**src/rtl/multiplicador_n.sv**
```systemverilog
// Sequential N-bit multiplier: unsigned shift-add or signed radix-2 Booth, one iteration per clock.
// Latency N+1 cycles from the start edge to the done pulse; start requests are ignored while busy or done.
module multiplicador_n #(
  parameter int N = 8
) (
  input  logic             clk,
  input  logic             rst,
  input  logic             St,
  input  logic             sgn,
  input  logic [N-1:0]     mndo,
  input  logic [N-1:0]     mdor,
  output logic [2*N-1:0]   produto,
  output logic             busy,
  output logic             done
);

  localparam int CW = $clog2(N + 1);
  localparam logic [CW-1:0] CNT_INIT = CW'(N);
  localparam logic [CW-1:0] CNT_LAST = CW'(1);

  typedef enum logic [1:0] {
    IDLE = 2'd0,
    CALC = 2'd1,
    DONE = 2'd2
  } state_t;

  state_t           state_q, state_d;
  logic [N-1:0]     mcand_q, mcand_d;
  logic             sgn_q,   sgn_d;
  logic [N:0]       acc_q,   acc_d;
  logic [N-1:0]     mult_q,  mult_d;
  logic             qm1_q,   qm1_d;
  logic [CW-1:0]    cnt_q,   cnt_d;
  logic [2*N-1:0]   prod_q,  prod_d;

  logic [N:0]       ext;
  logic [N:0]       sum;
  logic [N:0]       acc_sh;
  logic [N-1:0]     mult_sh;

  always_ff @(posedge clk or negedge rst) begin
    if (!rst) begin
      state_q <= IDLE;
      mcand_q <= '0;
      sgn_q   <= 1'b0;
      acc_q   <= '0;
      mult_q  <= '0;
      qm1_q   <= 1'b0;
      cnt_q   <= '0;
      prod_q  <= '0;
    end else begin
      state_q <= state_d;
      mcand_q <= mcand_d;
      sgn_q   <= sgn_d;
      acc_q   <= acc_d;
      mult_q  <= mult_d;
      qm1_q   <= qm1_d;
      cnt_q   <= cnt_d;
      prod_q  <= prod_d;
    end
  end

  always_comb begin
    // One iteration: add/subtract into the accumulator, then shift {acc, mult} right.
    ext = sgn_q ? {mcand_q[N-1], mcand_q} : {1'b0, mcand_q};
    sum = acc_q;
    if (sgn_q) begin
      case ({mult_q[0], qm1_q})
        2'b01:   sum = acc_q + ext;
        2'b10:   sum = acc_q - ext;
        default: sum = acc_q;
      endcase
    end else if (mult_q[0]) begin
      sum = acc_q + ext;
    end
    acc_sh  = {sgn_q & sum[N], sum[N:1]};
    mult_sh = {sum[0], mult_q[N-1:1]};

    state_d = state_q;
    mcand_d = mcand_q;
    sgn_d   = sgn_q;
    acc_d   = acc_q;
    mult_d  = mult_q;
    qm1_d   = qm1_q;
    cnt_d   = cnt_q;
    prod_d  = prod_q;

    case (state_q)
      IDLE: begin
        if (St) begin
          mcand_d = mndo;
          mult_d  = mdor;
          sgn_d   = sgn;
          acc_d   = '0;
          qm1_d   = 1'b0;
          cnt_d   = CNT_INIT;
          state_d = CALC;
        end
      end
      CALC: begin
        acc_d  = acc_sh;
        mult_d = mult_sh;
        qm1_d  = mult_q[0];
        cnt_d  = cnt_q - CNT_LAST;
        if (cnt_q == CNT_LAST) begin
          prod_d  = {acc_sh[N-1:0], mult_sh};
          state_d = DONE;
        end
      end
      DONE: begin
        state_d = IDLE;
      end
      default: begin
        state_d = IDLE;
      end
    endcase
  end

  assign produto = prod_q;
  assign busy    = (state_q == CALC);
  assign done    = (state_q == DONE);

endmodule

```
**config.mk**
```make
export PLATFORM = sky130hd
export DESIGN_NAME = multiplicador_n
export DESIGN_NICKNAME = d
export VERILOG_FILES = /design/src/rtl/multiplicador_n.sv
export SDC_FILE = /design/constraint.sdc
export NUM_CORES = 1
export LEC_CHECK = 0
export CAP_MARGIN = 15
export CORE_ASPECT_RATIO = 0.9
export CORE_MARGIN = 4
export CORE_UTILIZATION = 53
export CTS_BUF_LIST = sky130_fd_sc_hd__clkbuf_8
export DETAILED_ROUTE_END_ITERATION = 8
export MAX_ROUTING_LAYER = met4
export PLACE_DENSITY_LB_ADDON = 0.1
export SLEW_MARGIN = 20
export SYNTH_ARGS = -nofsm -noshare
export SYNTH_HDL_FRONTEND = slang
export SYNTH_SLANG_ARGS = --single-unit
```
**constraint.sdc**
```tcl
create_clock -name clk -period 2.2 [get_ports clk]
set_input_delay 0.44 -clock clk [delete_from_list [all_inputs] [get_ports clk]]
set_output_delay 0.44 -clock clk [all_outputs]
set_load 0.02 [all_outputs]
```
==> results of run 1 <==
[sequential cells by signal, indices dropped and copies added, names as in the netlist]
register	count
acc_q	9
cnt_q	4
mcand_q	8
mult_q	8
produto	16
qm1_q	1
sgn_q	1
state_q	2
[synth_stat cells, types with 2 or more instances]
cell type / number / area [sq um]
o31ai_1: 2 / 15.0
mux2i_1: 4 / 40.0
a22o_1: 3 / 26.3
nand3b_1: 2 / 15.0
xnor2_1: 6 / 52.6
nor4_1: 2 / 12.5
ha_1: 20 / 250
inv_1: 26 / 97.6
buf_2: 3 / 15.0
o31a_1: 3 / 26.3
o311ai_0: 2 / 17.5
nand3_1: 8 / 40.0
a221oi_1: 7 / 61.3
o221a_2: 3 / 33.8
nor2_1: 15 / 56.3
a21o_1: 2 / 15.0
fa_1: 2 / 40.0
o311ai_1: 2 / 17.5
a211oi_1: 2 / 15.0
o21ai_0: 38 / 190
mux2_2: 6 / 67.6
and2_1: 2 / 12.5
a21oi_1: 26 / 130
clkbuf_1: 18 / 67.6
nand2b_1: 8 / 50.1
a311oi_1: 2 / 17.5
a22oi_1: 7 / 52.6
nor3_1: 10 / 50.1
o211ai_1: 3 / 22.5
nand2_1: 60 / 225
a31oi_1: 3 / 18.8
nor2b_1: 13 / 81.3
dfrtp_1: 49 / 1230
o21a_1: 2 / 15.0
[kinds of logic after synthesis]
logic type      Yosys count  share of synthesized area
fa+ha+maj                22                     0.0900
mux                      10                     0.0334
simple gates            128                      0.190
compound gates          115                      0.232
buf+inv                  48                     0.0582
flops                    49                      0.380
xor+xnor                  6                     0.0163
[stage by stage]
step / instance area [sq um] / hold WS [ps] / cells / TNS, ps / utilization
6_report: 4320 / 239 / 522 / -208 / 0.746
5_1_grt: 4320 / 290 / 522 / -1000 / 0.746
4_1_cts: 4200 / 257 / 522 / -230 / 0.726
3_5_place_dp: 3950 / 464 / 511 / -1310 / 0.683
3_3_place_gp: 3950 / 457 / 511 / -554 / 0.683
2_1_floorplan: 3230 / 144 / 378 / 0 / -
[per-layer routing]
layer,up-vias,track usage
met5,-,-
met4,0,0.0642
met3,14,0.0330
met2,104,0.453
met1,1502,0.343
li1,1482,-
[final timing paths]
kind	endpoint	slack [ps]	cells past startpoint
hold / removal	mcand_q[0]	240	2
setup reg to reg	acc_q[6]	-110	6
min in group clk	produto[3]	480	2
max in group asynchronous	acc_q[1]	1500	2
setup / recovery	acc_q[6]	-110	6
hold reg to reg	produto[3]	480	2
[placed cells by master (no fill, tap or decap), types with 3 or more instances in the layout]
cell type,synthesis,layout
a221oi_2,0,4
a21oi_2,0,5
xnor2_1,6,6
nand3_1,8,7
ha_4,0,4
mux2i_1,4,4
o31a_1,3,3
clkdlybuf4s50_1,0,36
nor2b_1,13,11
o21ai_1,1,9
a22o_1,3,3
clkbuf_8,0,5
nor3_1,10,7
nand2_1,60,58
a221oi_1,7,3
nor2_1,15,15
dfrtp_1,49,48
o21ai_0,38,27
mux2_2,6,4
buf_4,1,49
ha_2,0,3
ha_1,20,13
inv_1,26,25
a31oi_1,3,3
a21oi_1,26,20
o221a_2,3,3
o311ai_2,0,4
a22oi_1,7,6
o21ai_2,0,3
nand2b_1,8,8
o211ai_1,3,3
[timing repair]
action	CTS	global route
cloned	0	0
gates resized for setup	33	32
pin swaps	10	9
endpoints found under the setup margin	14	15
setup buffers	3	0
[worst reg2reg max path: cells and delay by family (launching register included)]
family,cells,cell delay (ps)
adder cells (fa/ha/maj),1,320
AO/OA/AOI/OAI,3,890
flip-flops,1,440
AND/OR/NAND/NOR,2,590
[cell type report]
cell class | count | area (sq um)
Multi-Input combinational cell | 281 | 2060
Inverter | 26 | 97.6
Clock buffer | 5 | 68.8
Clock inverter | 3 | 18.8
Tap cell | 70 | 87.6
Timing Repair Buffer | 88 | 756
Sequential cell | 49 | 1230
Fill cell | 449 | 1470
[report_power, final]
part           total, mW  leakage [nW]  internal (mW)  switching (mW)
Combinational       5.66          1.21           2.54            3.11
Sequential          1.65         0.612           1.32           0.335
Clock              0.522        0.0416          0.220           0.302
==> flow_summary_export.csv, run 1 <==
group,metric,value,unit
routing,highest_layer,"met4",
yosys,synth-warning-count,0,
clock_tree,tritoncts,"yes",
timing,period_minus_slack,2310,ps
worst_setup_path,setup.worst_path.start,"acc_q[2]",
clock_tree,clk-insertion-delay-late,300,ps
timing,clock-skew-final,3.39,ps
floorplan,num_rows,26,
run_status,violations,"negative setup slack",
global_route,global_route.usage.total,0.266,
pwr,vdd_drop_max,0.930,mV
global_route,grt_max_degree,50,
run_status,outcome,"complete, but fails checks",
floorplan,die_area,7400,sq um
yosys,synth.ff_latch_count,49,
clock_tree,cts-hold-fix-buffers,0,
timing,post-route-worst-setup-slack,-108,ps
floorplan,io-pin-count,38,
placed_design,placement.io_buffers,37,
worst_setup_path,critical_path.max_fanout,4,
floorplan,die_x,90.2,um
timing,final_hold_viol_count,0,
routing,drc_violations_left,0,
timing,final_min_period_over_clock_period,1.05,
placed_design,place.gp.congestion,0.918,
worst_setup_path,worst_ep_required_time,2420,ps
routing,wl_met1,4150,um
yosys,asyncSetResetFlopFracSynth,1.00,
global_route,globalRouteOverflowTotal,0,
placed_design,detailedPlace.worstSlack,-147,ps
floorplan,start_util,0.557,
worst_setup_path,critical_path_cell_by_cell,"ha_4 -> nor3b_2 -> o31a_1 -> or4_4 -> a311o_1 -> o221ai_2",
clock_tree,number_of_h_tree_branching_levels,2,
clock_tree,path_clk_slew,90,ps
worst_setup_path,cp_num_buf_inv,0,
yosys,postSynthNetCount,420,
routing,avgRoutedWirePerCell,17.6,um
yosys,synth-edff-count,0,
routing,drt-initial-drc-count,185,
routing,route.antenna.remaining_nets,0,
clock_tree,cts.sinks,49,
timing,timing_worst_slew_pin_value,643,ps
global_route,number_of_antenna_violations_at_the_first_check_in_global_routing,0,
timing,max_clock_freq,433,MHz
routing,detail_route.wirelength,9180,um
routing,detailed_route_wirelength_on_metal2,4480,um
worst_setup_path,critical_path.slowest_cell,"or4_4",
yosys,synth_cells,378,
worst_setup_path,start_kind,"register",
min_path,hold_path_class,"in2async",
routing,dr_total_vias,3102,
global_route,number_of_global_route_vias_before_repair,3074,
clock_tree,clock_buffer_count_from_cts,5,
routing,route.met3.wl,418,um
yosys,ys_seq_area_frac,0.380,
yosys,synth_cell_types,51,
yosys,syn_area_per_cell,8.53,sq um
worst_setup_path,timing.setup.critical_path_class,"reg2reg",
worst_setup_path,slowest_delay,530,ps
yosys,synth_flop_cell,"dfrtp_1",
global_route,wire_length_of_the_first_global_routing_pass,15200,um
timing,slew-limit-headroom,0.571,
routing,vias_per_cell,5.94,
timing,setup_viol,3,
clock_tree,clockBufferDepth,2,
finish,insertedDiodeCount,0,
placed_design,post-dp-hpwl,6680,um
worst_setup_path,endpoint_kind,"register",
finish,area_delta_synth_final,33.9,%
timing,drv_slew,0,
pwr,power.density,1810,nW/um^2
floorplan,core_area,5790,sq um
worst_setup_path,arrival,2530,ps
worst_setup_path,critical_path.top_delay_family,"compound AO/OA/AOI/OAI gates",
clock_tree,root_buffer,"clkbuf_8",
job,cap_violations,0,
pwr,total_power,7.83,mW
finish,num-nets-final,493,
timing,grt_setup_unrepaired,"true",
routing,drt_first_pass_iters,5,
finish,drive_gt1_frac,0.254,
pwr,power_leakage,1.86,nW
floorplan,die_height,82.0,um
worst_setup_path,crit-reg2reg-launch,"acc_q[2]",
yosys,mapped_area,3230,sq um
Note: power is estimated with default switching activity, not from simulation.
==> run 2: changes to the inputs <==
==> constraint.sdc (replaced) <==
create_clock -name clk -period 2.2 [get_ports clk]
set_input_delay 0.44 -clock clk [delete_from_list [all_inputs] [get_ports clk]]
set_output_delay 0.44 -clock clk [all_outputs]
set_load 0.05 [all_outputs]
==> flow_summary_export.csv, run 2 (synthesis gave the netlist of run 1 again) <==
group,metric,value,unit
run_status,outcome,"complete, but fails checks",
run_status,violations,"negative setup slack",
clock_tree,root_buffer,"clkbuf_8",
timing,grt_setup_unrepaired,"true",
global_route,met1_track_demand_over_resource,0.363,
timing,max_clock_freq,421,MHz
clock_tree,clk-insertion-delay-late,310,ps
min_path,hold_path_class,"in2async",
finish,seq_area,1230,sq um
routing,route.antenna.remaining_nets,0,
global_route,number_of_antenna_violations_at_the_first_check_in_global_routing,0,
timing,final_min_period_over_clock_period,1.08,
finish,footprint_of_the_multi_input_gates,2040,sq um
floorplan,num_rows,26,
timing,timing_worst_slew_pin_value,518,ps
routing,detail_route.wirelength,9630,um
worst_setup_path,worst_ep_required_time,2430,ps
timing,period_minus_slack,2380,ps
worst_setup_path,timing.setup.critical_path_class,"reg2reg",
worst_setup_path,critical_path.slowest_cell,"or4_4",
worst_setup_path,slowest_delay,550,ps
global_route,grt.met2_usage,0.447,
finish,most-common-layout-cells,"nand2_1 (60), buf_4 (56), dfrtp_1 (48)",
finish,num-nets-final,503,
clock_tree,number_of_h_tree_branching_levels,2,
finish,drive_gt1_frac,0.260,
timing,post-route-worst-setup-slack,-178,ps
routing,drc_violations_left,0,
clock_tree,clockBufferDepth,2,
clock_tree,cts.sinks,49,
timing,hold_ws,77.1,ps
floorplan,io-pin-count,38,
worst_setup_path,ff2ff_path_depth,8,
routing,drt_first_pass_iters,4,
worst_setup_path,arrival,2610,ps
global_route,globalRouteOverflowTotal,0,
timing,totalNegativeSetupSlack,-920,ps
clock_tree,path_clk_slew,100,ps
timing,setup_viol,9,
placed_design,placement.io_buffers,37,
floorplan,die_area,7400,sq um
floorplan,start_util,0.557,
job,cap_violations,0,
clock_tree,clock_buffer_count_from_cts,5,
finish,fillers,412,
timing,clock-skew-final,7.87,ps
placed_design,place.gp.congestion,0.954,
global_route,number_of_global_route_vias_before_repair,3176,
floorplan,core_area,5790,sq um
routing,drt-initial-drc-count,213,
global_route,global_route.usage.total,0.276,
finish,final_core_utilization,0.760,
floorplan,die_height,82.0,um
finish,area_delta_synth_final,36.4,%
worst_setup_path,critical_path.max_fanout,5,
timing,final_hold_viol_count,0,
global_route,groute.layer.met3.usage,0.0357,
clock_tree,tritoncts,"yes",
global_route,grt_max_degree,32,
routing,dr_total_vias,3154,
timing,slew-limit-headroom,0.654,
global_route,grt.busiest_layer,"met2",
routing,avgRoutedWirePerCell,18.1,um
worst_setup_path,endpoint_kind,"register",
worst_setup_path,critical_path_cell_by_cell,"ha_4 -> nor2b_1 -> buf_4 -> o31a_1 -> or4_4 -> a21oi_2 -> o311ai_1 -> a31oi_1",
worst_setup_path,start_kind,"register",
routing,vias_per_cell,5.93,
timing,drv_slew,0,
placed_design,post-dp-hpwl,6880,um
finish,layout.cells.most_common,"nand2_1",
finish,insertedDiodeCount,0,
global_route,wire_length_of_the_first_global_routing_pass,15700,um
floorplan,die_x,90.2,um
finish,largest_register_ff_count,16,
==> run 2: worst paths after layout <==
path | start | end | slack, ps
min in group clk | produto[5] | produto[5] | 480
hold reg to reg | produto[5] | produto[5] | 480
max in group asynchronous | rst | mult_q[1] | 1580
setup reg to reg | acc_q[1] | produto[14] | -180
hold / removal | rst | mcand_q[0] | 80
setup / recovery | acc_q[1] | produto[14] | -180
==> run 2: layout make-up <==
| class | count | area share |
|---|---|---|
| flip-flops and latches | 49 | 0.279 |
| repair buffers | 98 | 0.196 |
| clock inverters | 3 | 0.00427 |
| well taps | 70 | 0.0199 |
| inverters | 26 | 0.0222 |
| multi-input cells | 281 | 0.463 |
| clock buffers | 5 | 0.0156 |
==> run 2: what timing repair did <==
action,CTS,global route
endpoints found under the hold margin,0,0
gates resized for setup,32,29
hold buffers,0,0
setup buffers,8,2
pin swaps,21,11
endpoints found under the setup margin,14,15
==> run 2: worst max-delay path, delay by kind of cell, from the launching register on <==
kind            cells  cell delay, ps
compound gates      4             830
flops               1             470
simple gates        2             690
fa+ha+maj           1             180
buf+inv             1             130
==> run 2: per-stage QoR <==
stage	area, sq um	setup WS (ps)	std cells
detailed placement	4000	-173	514
floorplan	3230	1.68	378
CTS	4260	-140	530
global route	4400	-237	532
global placement	4000	-126	514
finish	4400	-178	532
==> run 2: metal layers <==
| layer | up-vias | part of all wire |
|---|---|---|
| li1 | 1503 | - |
| met1 | 1536 | 0.45 |
| met2 | 93 | 0.48 |
| met3 | 22 | 0.047 |
| met4 | 0 | 0.025 |
| met5 | - | 0 |
Power of run 2 is left out: the tool's default activity adds up to more than one toggle a clock period on the data nets, which glitch-free logic cannot reach.
==> run 3: changes to the inputs <==
- CORE_UTILIZATION: 53 -> 55
- SKIP_LAST_GASP: default -> 1
- clock period: 2.2 -> 2.45 ns (I/O delays scaled with it)
==> flow_summary_export.csv, run 3 (synthesis gave the netlist of run 1 again) <==
group,metric,value,unit
placed_design,post-dp-hpwl,6310,um
timing,max_clock_freq,426,MHz
timing,drv_slew,0,
clock_tree,number_of_h_tree_branching_levels,2,
placed_design,placedInstanceArea,3860,sq um
worst_setup_path,arrival,1860,ps
global_route,grt_max_degree,50,
timing,period_minus_slack,2350,ps
clock_tree,root_buffer,"clkbuf_8",
timing,timing_worst_slew_pin_value,636,ps
finish,largest_register_ff_count,16,
global_route,global_route.usage.total,0.258,
floorplan,die_area,7160,sq um
worst_setup_path,critical_path.max_fanout,12,
pwr,power_leakage,1.76,nW
worst_setup_path,worstSetupPathDepth,2,
routing,route.antenna.remaining_nets,0,
routing,drt_first_pass_iters,5,
worst_setup_path,slowest_delay,810,ps
job,cap_violations,0,
timing,grt_setup_unrepaired,"true",
worst_setup_path,critical_path_cell_by_cell,"nor2b_1 -> clkdlybuf4s50_1",
global_route,number_of_global_route_vias_before_repair,2814,
finish,area_delta_synth_final,23.4,%
floorplan,num_rows,26,
worst_setup_path,cp_num_buf_inv,1,
timing,totalNegativeSetupSlack,0,ps
worst_setup_path,endpoint_kind,"primary output",
placed_design,place.gp.congestion,0.958,
worst_setup_path,timing.critical_path.to,"done",
clock_tree,cts.sinks,49,
worst_setup_path,timing.setup.critical_path_class,"reg2out",
pwr,total_power,6.46,mW
timing,clock-skew-final,6.03,ps
global_route,number_of_antenna_violations_at_the_first_check_in_global_routing,0,
timing,setup_viol,0,
global_route,wire_length_of_the_first_global_routing_pass,13800,um
worst_setup_path,worst_ep_required_time,1960,ps
finish,layout.cells.most_common,"nand2_1",
finish,num-nets-final,477,
min_path,hold_path_class,"in2async",
clock_tree,cts-hold-fix-buffers,0,
routing,detail_route.wirelength,8400,um
global_route,globalRouteOverflowTotal,0,
placed_design,placement.io_buffers,37,
routing,drc_violations_left,0,
finish,most-common-layout-cells,"nand2_1 (60), dfrtp_1 (49), o21ai_0 (36)",
floorplan,die_height,80.7,um
clock_tree,clockBufferDepth,2,
timing,final_min_period_over_clock_period,0.958,
floorplan,core_area,5690,sq um
routing,avgRoutedWirePerCell,16.6,um
routing,vias_per_cell,5.92,
worst_setup_path,crit-reg2reg-capture,"produto[13]",
timing,final_hold_viol_count,0,
finish,insertedDiodeCount,0,
timing,hold_ws,268,ps
worst_setup_path,setup.worst_path.start,"state_q[1]",
worst_setup_path,ff2ff_path_depth,9,
finish,drive_gt1_frac,0.149,
worst_setup_path,critical_path.top_delay_family,"buffers and inverters",
worst_setup_path,start_kind,"register",
pwr,vdd_drop_max,0.841,mV
floorplan,start_util,0.567,
worst_setup_path,crit-reg2reg-launch,"acc_q[0]",
finish,finalInstanceArea,3980,sq um
run_status,outcome,"finished, final reports clean",
timing,slew-limit-headroom,0.576,
pwr,power.density,1620,nW/um^2
routing,dr_total_vias,2994,
floorplan,io-pin-count,38,
clock_tree,clk-insertion-delay-late,310,ps
worst_setup_path,worst_setup_slack_for_register_to_register_paths,120,ps
clock_tree,tritoncts,"yes",
worst_setup_path,critical_path.slowest_cell,"clkdlybuf4s50_1",
clock_tree,clock_buffer_count_from_cts,5,
routing,drt-initial-drc-count,221,
floorplan,die_x,88.7,um
clock_tree,path_clk_slew,90,ps
-- run 3: cell count changes in the layout (fill, tap and decap cells not counted), moves of 3 or more --
cell,before,now
ha_4,4,0
o21ai_1,11,3
a21oi_1,23,26
inv_1,23,27
buf_4,56,35
a21oi_2,3,0
inv_2,4,0
o21ai_0,27,36
ha_1,12,18
buf_6,5,0
-- run 3: area by class of cell --
type / count / area, sq um
multi-input combinational: 281 / 1840
fill: 464 / 1710
inverter: 26 / 97.6
tap: 70 / 87.6
clock inverter: 3 / 18.8
sequential: 49 / 1230
clock buffer: 5 / 68.8
timing repair buffer: 72 / 638
-- run 3: routing by layer --
layer,vias up,GRT usage,wire [um]
li1,1446,-,-
met1,1424,0.353,3880
met2,101,0.386,3790
met3,23,0.0379,507
met4,0,0.0997,216
met5,-,-,0
-- run 3: how the worst min path moves through the flow --
stage,startpoint,endpoint,slack (ps),cells past startpoint
floorplan,rst,acc_q[0],190,0
global placement,produto[2],produto[2],460,2
detailed placement,produto[3],produto[3],460,2
CTS,rst,mcand_q[4],300,2
global route,rst,mcand_q[3],320,2
finish,rst,mcand_q[3],270,2
-- run 3: where the power goes --
group,switching (mW),internal [mW],total (mW)
registers,0.323,1.18,1.51
clock network,0.290,0.198,0.487
logic,2.60,1.87,4.47
total,3.21,3.25,6.46
-- run 3: metrics by stage --
| stage | setup slack, ps | utilization | std cells |
|---|---|---|---|
| floorplan | 221 | - | 378 |
| global placement | 87.7 | 0.678 | 498 |
| detailed placement | 58.9 | 0.678 | 498 |
| CTS | 41.6 | 0.694 | 506 |
| global route | -41.3 | 0.699 | 506 |
| finish | 103 | 0.699 | 506 |
-- run 3: worst register-to-register path: cells and delay by family (launching register included) --
family / cells / cell delay (ps)
flops: 1 / 410
buf+inv: 1 / 60
simple gates: 2 / 330
fa+ha+maj: 2 / 600
compound gates: 4 / 830
-- run 3: what timing repair did --
action / CTS / global route
setup endpoints to repair: 0 / 8
buffers inserted: 0 / 0
gates resized for setup: 0 / 10
